## config.mk

```make
export PLATFORM = sky130hd
export DESIGN_NAME = down_counter
export DESIGN_NICKNAME = d
export VERILOG_FILES = /design/src/rtl/down_counter.sv
export SDC_FILE = /design/constraint.sdc
export NUM_CORES = 1
export LEC_CHECK = 0
export BUFFER_PORTS_ARGS = -buffer_cell sky130_fd_sc_hd__buf_2
export CAP_MARGIN = 20
export CORE_MARGIN = 2
export CORE_UTILIZATION = 40
export CTS_BUF_LIST = sky130_fd_sc_hd__clkbuf_8 sky130_fd_sc_hd__clkbuf_16
export DETAILED_ROUTE_END_ITERATION = 6
export PLACE_DENSITY = 0.68
export SLEW_MARGIN = 20
export SYNTH_ARGS = -nofsm -noshare
export SYNTH_HDL_FRONTEND = slang
export SYNTH_SLANG_ARGS = --single-unit
```

## constraint.sdc

```tcl
create_clock -name clk -period 2.7 [get_ports clk]
set_clock_uncertainty 0.15 [all_clocks]
set_input_delay 0.135 -clock clk [delete_from_list [all_inputs] [get_ports clk]]
set_output_delay 0.135 -clock clk [all_outputs]
set_load 0.01 [all_outputs]
```

## src/rtl/down_counter.sv

```systemverilog
// Loadable down counter with parallel load, terminal-count pulse and
// selectable end-of-count behaviour (MODE 0 stop, 1 wrap, 2 reload).
module down_counter #(
   parameter int unsigned WIDTH = 4,
   parameter int unsigned MODE  = 1
) (
   input  logic             clk,
   input  logic             reset,
   input  logic             enable,
   input  logic             load,
   input  logic [WIDTH-1:0] load_value,
   output logic [WIDTH-1:0] count,
   output logic             zero,
   output logic             tc,
   output logic             busy
);

   typedef enum logic [1:0] {
      ST_IDLE = 2'd0,
      ST_RUN  = 2'd1,
      ST_DONE = 2'd2
   } state_e;

   localparam logic [WIDTH-1:0] CNT_ZERO = {WIDTH{1'b0}};
   localparam logic [WIDTH-1:0] CNT_ONES = {WIDTH{1'b1}};
   localparam logic [WIDTH-1:0] CNT_ONE  = WIDTH'(1'b1);
   localparam bit MODE_STOP = (MODE == 32'd0);
   localparam bit MODE_WRAP = (MODE == 32'd1);

   state_e           state_q, state_d;
   logic [WIDTH-1:0] count_q, count_d;
   logic [WIDTH-1:0] reload_q, reload_d;
   logic             tc_q, tc_d;
   logic             busy_q;

   // Next-state decode: load beats enable; tc is a single-edge pulse.
   always_comb begin
      state_d  = state_q;
      count_d  = count_q;
      reload_d = reload_q;
      tc_d     = 1'b0;
      if (load) begin
         count_d  = load_value;
         reload_d = load_value;
         if (MODE_STOP && (load_value == CNT_ZERO)) begin
            state_d = ST_DONE;
         end else begin
            state_d = ST_RUN;
         end
      end else if (enable) begin
         case (state_q)
            ST_IDLE: begin
               // Free-running modes start from the reload value (all ones after reset).
               if (MODE_STOP) begin
                  state_d = ST_IDLE;
               end else begin
                  count_d = reload_q;
                  state_d = ST_RUN;
               end
            end
            ST_RUN: begin
               if (count_q != CNT_ZERO) begin
                  count_d = count_q - CNT_ONE;
                  if (count_q == CNT_ONE) begin
                     tc_d = 1'b1;
                     if (MODE_STOP) begin
                        state_d = ST_DONE;
                     end else begin
                        state_d = ST_RUN;
                     end
                  end else begin
                     tc_d = 1'b0;
                  end
               end else if (MODE_STOP) begin
                  state_d = ST_DONE;
               end else if (MODE_WRAP) begin
                  count_d = CNT_ONES;
               end else begin
                  // A zero reload value keeps the counter at 0, pulsing tc every edge.
                  count_d = reload_q;
                  if (reload_q == CNT_ZERO) begin
                     tc_d = 1'b1;
                  end else begin
                     tc_d = 1'b0;
                  end
               end
            end
            ST_DONE: begin
               count_d = CNT_ZERO;
            end
            default: begin
               state_d = ST_IDLE;
               count_d = CNT_ZERO;
            end
         endcase
      end else begin
         tc_d = 1'b0;
      end
   end

   // State and output registers with synchronous reset.
   always_ff @(posedge clk) begin
      if (reset) begin
         state_q  <= ST_IDLE;
         count_q  <= CNT_ZERO;
         reload_q <= CNT_ONES;
         tc_q     <= 1'b0;
         busy_q   <= 1'b0;
      end else begin
         state_q  <= state_d;
         count_q  <= count_d;
         reload_q <= reload_d;
         tc_q     <= tc_d;
         busy_q   <= (state_d == ST_RUN);
      end
   end

   assign count = count_q;
   assign zero  = (count_q == CNT_ZERO);
   assign tc    = tc_q;
   assign busy  = busy_q;

endmodule

```

==> metrics.txt, run 1 <==
hold path cells 3; synthesis-to-layout area growth 25.3%; met3 routed WL approximately 55 um; worst skew pair latency 240 ps; fillers 140; WL/cell approximately 13 um; Die H around 43 um; Slew Viols, Final 0; Least-Margin Pin Slew 445 ps; GP Congestion 0.799; WP data required roughly 2400 ps; sequential share of power 0.428; largest net degree at the start of global routing 18; class of the worst hold path in -> reg; IO Port Bufs 14; max cap viols 0; CP Launch Type flip-flop; clock tree buffer depth 2; Post-Route M1 WL 660 um; layout cells sized above 1 0.256; status finished clean; TritonCTS clock tree built; sequential element share of the synthesized area 0.389; synth unique cells 29; worst hold slack 19.3 ps; Iteration-0 DRC Markers 5; worst r2r path cells 6; synthesized net count 84; Final TNS setup 0 ps; commonest non-fill, non-tap cell in the layout buf_2; Top FF cell, synth dfxtp_1; Critical Path Fanout Max 6; # clock sinks 12; CORE AREA 1470 um2; row count 14; Synthesis Warnings 0; Post-DRT Antenna Nets 0; CP max stage delay 420 ps; GR Util All Layers 0.156; worst r2r src count[0]$_SDFFE_PP0P_; internal power 352 uW; H-tree depth 1; Async S/R FF share, synth 0; r2r setup slk 1090 ps; Post-synth EDFFs 0; highest routing layer actually used met4; Slowest-stage cell, CP dfxtp_1; Seq cells post-synth 12; initial antenna violation count 0; total grt overflow 0; worst hold start load_value[1]; first-pass GRT wire length approximately 2200 um; clock buffer count from CTS 3; fmax just under 0.6 GHz; Rel. slew slack 0.703; most frequent cells in the layout 14 x buf_2, 12 x dfxtp_1, 8 x nor2_1; Setup Buffers After CTS 0; Final Hold Viols 0; Chip Width 43.3 um; unrepaired setup endpoints after global routing false; CP cell instances inv_1 > ha_1 > nor2b_1 > and2_1 > buf_2; Worst EP arrival 1440 ps; total vias in the final route 570; post-cts sizing count 0; nets@finish about 100; Final period util 0.640; drt drc 0; worst vdd ir between 0.3 and 0.4 mV; Avg Inst Size Synth 8.47 um2; Final HPWL DP just under 1000 um; Worst Hold End reload_q[1]$_SDFFE_PP1P_; Static Leak 0.000337 uW; CP delay by family, top flip-flops; Period minus WS final 1730 ps; post-synthesis cell count 73; WL met2 approximately 600 um; final setup violation count 0; Sw Pwr 120 uW; CTS root buffer clkbuf_8; Ant. Diodes 0; initial core utilization 0.420; worst r2r dst count[2]$_SDFFE_PP0P_; Crit Path Class reg -> out; P per Cell Area slightly above 600 nW/um2; drt via density 5.38; Sw Share 0.254; number of global-route vias before repair 539; clock network power share 0.413; Ports 15; Reg clk slew, reported paths around 50 ps; area of the mapped netlist slightly above 600 um2; Die ar. ~1900 um2; Pre-antenna DRT Iters 3; nature of the critical path endpoint output port; overall routed net length 1330 um; Comb pwr share 0.160; CP bufs+invs 2
[synthesized netlist by cell type, drive strengths merged (2+ instances only)]
cell | instances | area [um2]
a211oi | 3 | 22.5
a21oi | 7 | 35.0
a22oi | 2 | 15.0
buf | 3 | 15.0
dfxtp | 12 | 240
ha | 3 | 37.5
inv | 7 | 26.3
nand2 | 3 | 11.3
nand2b | 2 | 20.0
nor2 | 8 | 30.0
nor2b | 2 | 12.5
nor3 | 4 | 25.0
o2111ai | 2 | 17.5
o21ai | 2 | 10.0
o21bai | 2 | 15.0
o22ai | 2 | 18.8
[worst reg2reg max path: stages (launching register included)]
cell       delay, ps
dfxtp_1          420
inv_1            110
ha_1             220
nor2b_1          150
o2111ai_1        180
a211oi_1          90
a31o_1           190
[state kept, by name, summed over array words and instances (netlist names)]
signal,count
count,4
reload_q,4
state_q,2
busy,1
tc,1
[cell families after synthesis]
| family | after synthesis | share of synthesized area |
|---|---|---|
| buf+inv | 11 | 0.0729 |
| simple gates | 23 | 0.206 |
| compound gates | 24 | 0.271 |
| flops | 12 | 0.389 |
| fa+ha+maj | 3 | 0.0607 |
[routing by layer]
layer  GRT usage  up-vias
met1       0.209      260
met5           0        -
met2       0.236       14
met4      0.0727        0
li1            -      294
met3      0.0383        2
[layout make-up]
cell class / instances / area (um2) / share of cell area
Clock buffer: 4 / 55.1 / 0.0711
Inverter: 7 / 26.3 / 0.0339
Multi-Input combinational cell: 50 / 333 / 0.430
Sequential cell: 12 / 240 / 0.310
Tap cell: 16 / 20.0 / 0.0258
Timing Repair Buffer: 17 / 100 / 0.129
[worst max path at each step]
stage                     slack (ps)                    end                   from  cells after the start
after floorplan                 1130  count[0]$_SDFFE_PP0P_  count[0]$_SDFFE_PP0P_                      6
after global placement          1180  count[2]$_SDFFE_PP0P_  count[0]$_SDFFE_PP0P_                      6
after detailed placement        1100  count[2]$_SDFFE_PP0P_  count[0]$_SDFFE_PP0P_                      6
after CTS                        960                   zero  count[0]$_SDFFE_PP0P_                      5
after global routing             900                   zero  count[0]$_SDFFE_PP0P_                      5
final                            970                   zero  count[0]$_SDFFE_PP0P_                      5
[stage by stage]
stage	total power [uW]	cells	utilization	worst slack [ps]	cell area [um2]
final	472	106	0.526	972	774
after global placement	276	99	0.469	1180	689
after global routing	496	106	0.526	905	774
after detailed placement	277	99	0.469	1100	689
after floorplan	253	73	-	1130	618
after CTS	476	106	0.526	964	774
[power by group through the flow]
| stage | clock network, uW | registers, uW | logic (uW) |
|---|---|---|---|
| detailed placement | 0 | 205 | 72.1 |
| finish | 195 | 202 | 75.3 |
| CTS | 198 | 202 | 76.1 |
| global placement | 0 | 205 | 71.1 |
| floorplan | 0 | 203 | 49.5 |
| global route | 208 | 203 | 84.9 |
[timing repair]
item / CTS / global route
endpoints found under the setup margin: 0 / 0
hold buffers: 3 / 0
hold endpoints to repair: 3 / 0
Note: power is estimated with default switching activity, not from simulation.
==> run 2, diff against run 1 <==
- clock period: 2.7 -> 1.8 ns (I/O delays scaled with it)
==> run 2 against run 1 <==
- die area stayed put
- sequential share of layout area is 0.25 points lower
- total power is 40% higher
- design area is 0.81% higher
- final cell count is 0.94% higher
- critical path depth stayed put
- highest routed layer is now met3
==> metrics.txt, run 2 (same netlist as run 1, synthesis figures left out) <==
Chip Width 43.3 um; clock buffer count from CTS 3; Ports 15; Die H approximately 43 um; Sw Pwr 173 uW; Critical Path Fanout Max 6; WL/cell between 10 and 15 um; Pre-antenna DRT Iters 4; Die ar. around 1900 um2; most frequent cells in the layout 14 x buf_2, 12 x dfxtp_1, 8 x nor2_1; Least-Margin Pin Slew 435 ps; P per Cell Area 843 nW/um2; status finished clean; largest net degree at the start of global routing 18; unrepaired setup endpoints after global routing false; nets@finish 104; class of the worst hold path in -> reg; Final HPWL DP roughly 1000 um; H-tree depth 1; CP max stage delay 410 ps; GP Congestion 0.799; sequential share of power 0.460; overall routed net length 1360 um; worst vdd ir 0.369 mV; post-cts sizing count 0; Comb pwr share 0.177; commonest non-fill, non-tap cell in the layout buf_2; Worst EP arrival 1440 ps; drt drc 0; Final Hold Viols 0; Sw Share 0.263; number of global-route vias before repair 556; Post-DRT Antenna Nets 0; CTS root buffer clkbuf_8; Ant. Diodes 0; Final period util 0.932; CORE AREA 1470 um2; total grt overflow 0; internal power 485 uW; clock tree buffer depth 2; Design Power 658 uW; WP data required 1560 ps; fmax 0.596 GHz; worst hold slack slightly below 30 ps; Reg clk slew, reported paths roughly 50 ps; CTS Hold Buffers Added 5; initial core utilization 0.420; Iteration-0 DRC Markers 3; worst skew pair latency about 240 ps; TritonCTS clock tree built; IO Port Bufs 14; nature of the critical path endpoint output port; Setup Buffers After CTS 0; Period minus WS final 1680 ps; # clock sinks 12; Slew Viols, Final 0; max cap viols 0; Rel. slew slack 0.710; initial antenna violation count 0; total vias in the final route 588; layout cells sized above 1 0.242; Static Leak 0.000338 uW; Crit Path Class reg -> out; Slowest-stage cell, CP dfxtp_1; CP Launch Type flip-flop; final setup violation count 0; drt via density 5.50; synthesis-to-layout area growth 26.3%; GR Util All Layers 0.157; first-pass GRT wire length 2240 um; CP cell instances inv_1 > ha_1 > nor2b_1 > and2_1 > buf_2; row count 14; clock network power share 0.363; Final TNS setup 0 ps
-- run 2: changes by cell type in the layout (fill, tap and decap cells not counted) --
| cell | change |
|---|---|
| clkbuf_8 | -1 |
| dlygate4sd3_1 | +2 |
-- run 2: through the flow --
step	utilization	worst slack (ps)	instance area, um2	cells
finish	0.531	122	781	107
global route	0.531	55.6	781	107
CTS	0.531	121	781	107
detailed placement	0.469	204	689	99
global placement	0.469	278	689	99
floorplan	-	234	618	73
-- run 2: path summary, 6_finish.rpt --
kind | startpoint | end | slack, ps | cells after the start
setup / recovery | count[0]$_SDFFE_PP0P_ | zero | 120 | 5
hold / removal | reset | count[0]$_SDFFE_PP0P_ | 30 | 2
setup reg to reg | count[0]$_SDFFE_PP0P_ | count[2]$_SDFFE_PP0P_ | 190 | 6
hold reg to reg | reload_q[3]$_SDFFE_PP1P_ | reload_q[3]$_SDFFE_PP1P_ | 300 | 2
-- run 2: routing by layer --
| layer | vias to the layer above | global-route usage | share of wire |
|---|---|---|---|
| li1 | 300 | - | - |
| met1 | 272 | 0.207 | 0.50 |
| met2 | 16 | 0.251 | 0.47 |
| met3 | 0 | 0.0383 | 0.035 |
| met4 | 0 | 0.0545 | 0 |
| met5 | - | 0 | 0 |
-- run 2: area by class of cell --
class                           instances  area (um2)
Fill cell                             148         691
Multi-Input combinational cell         50         333
Sequential cell                        12         240
Timing Repair Buffer                   19         120
Clock buffer                            3        41.3
Inverter                                7        26.3
Tap cell                               16        20.0
-- run 2: worst max-delay path: cells and delay by family, from the launching register on --
kind	cells	cell delay (ps)
buffers and inverters	2	250
DFF	1	410
adders and majority gates	1	220
and+or+nand+nor	2	330
-- run 2: power groups by stage --
stage               logic (uW)  clock network (uW)  registers, uW
global placement           107                   0            307
CTS                        118                 246            302
global route               131                 263            304
floorplan                 74.3                   0            304
detailed placement         108                   0            308
finish                     117                 239            303
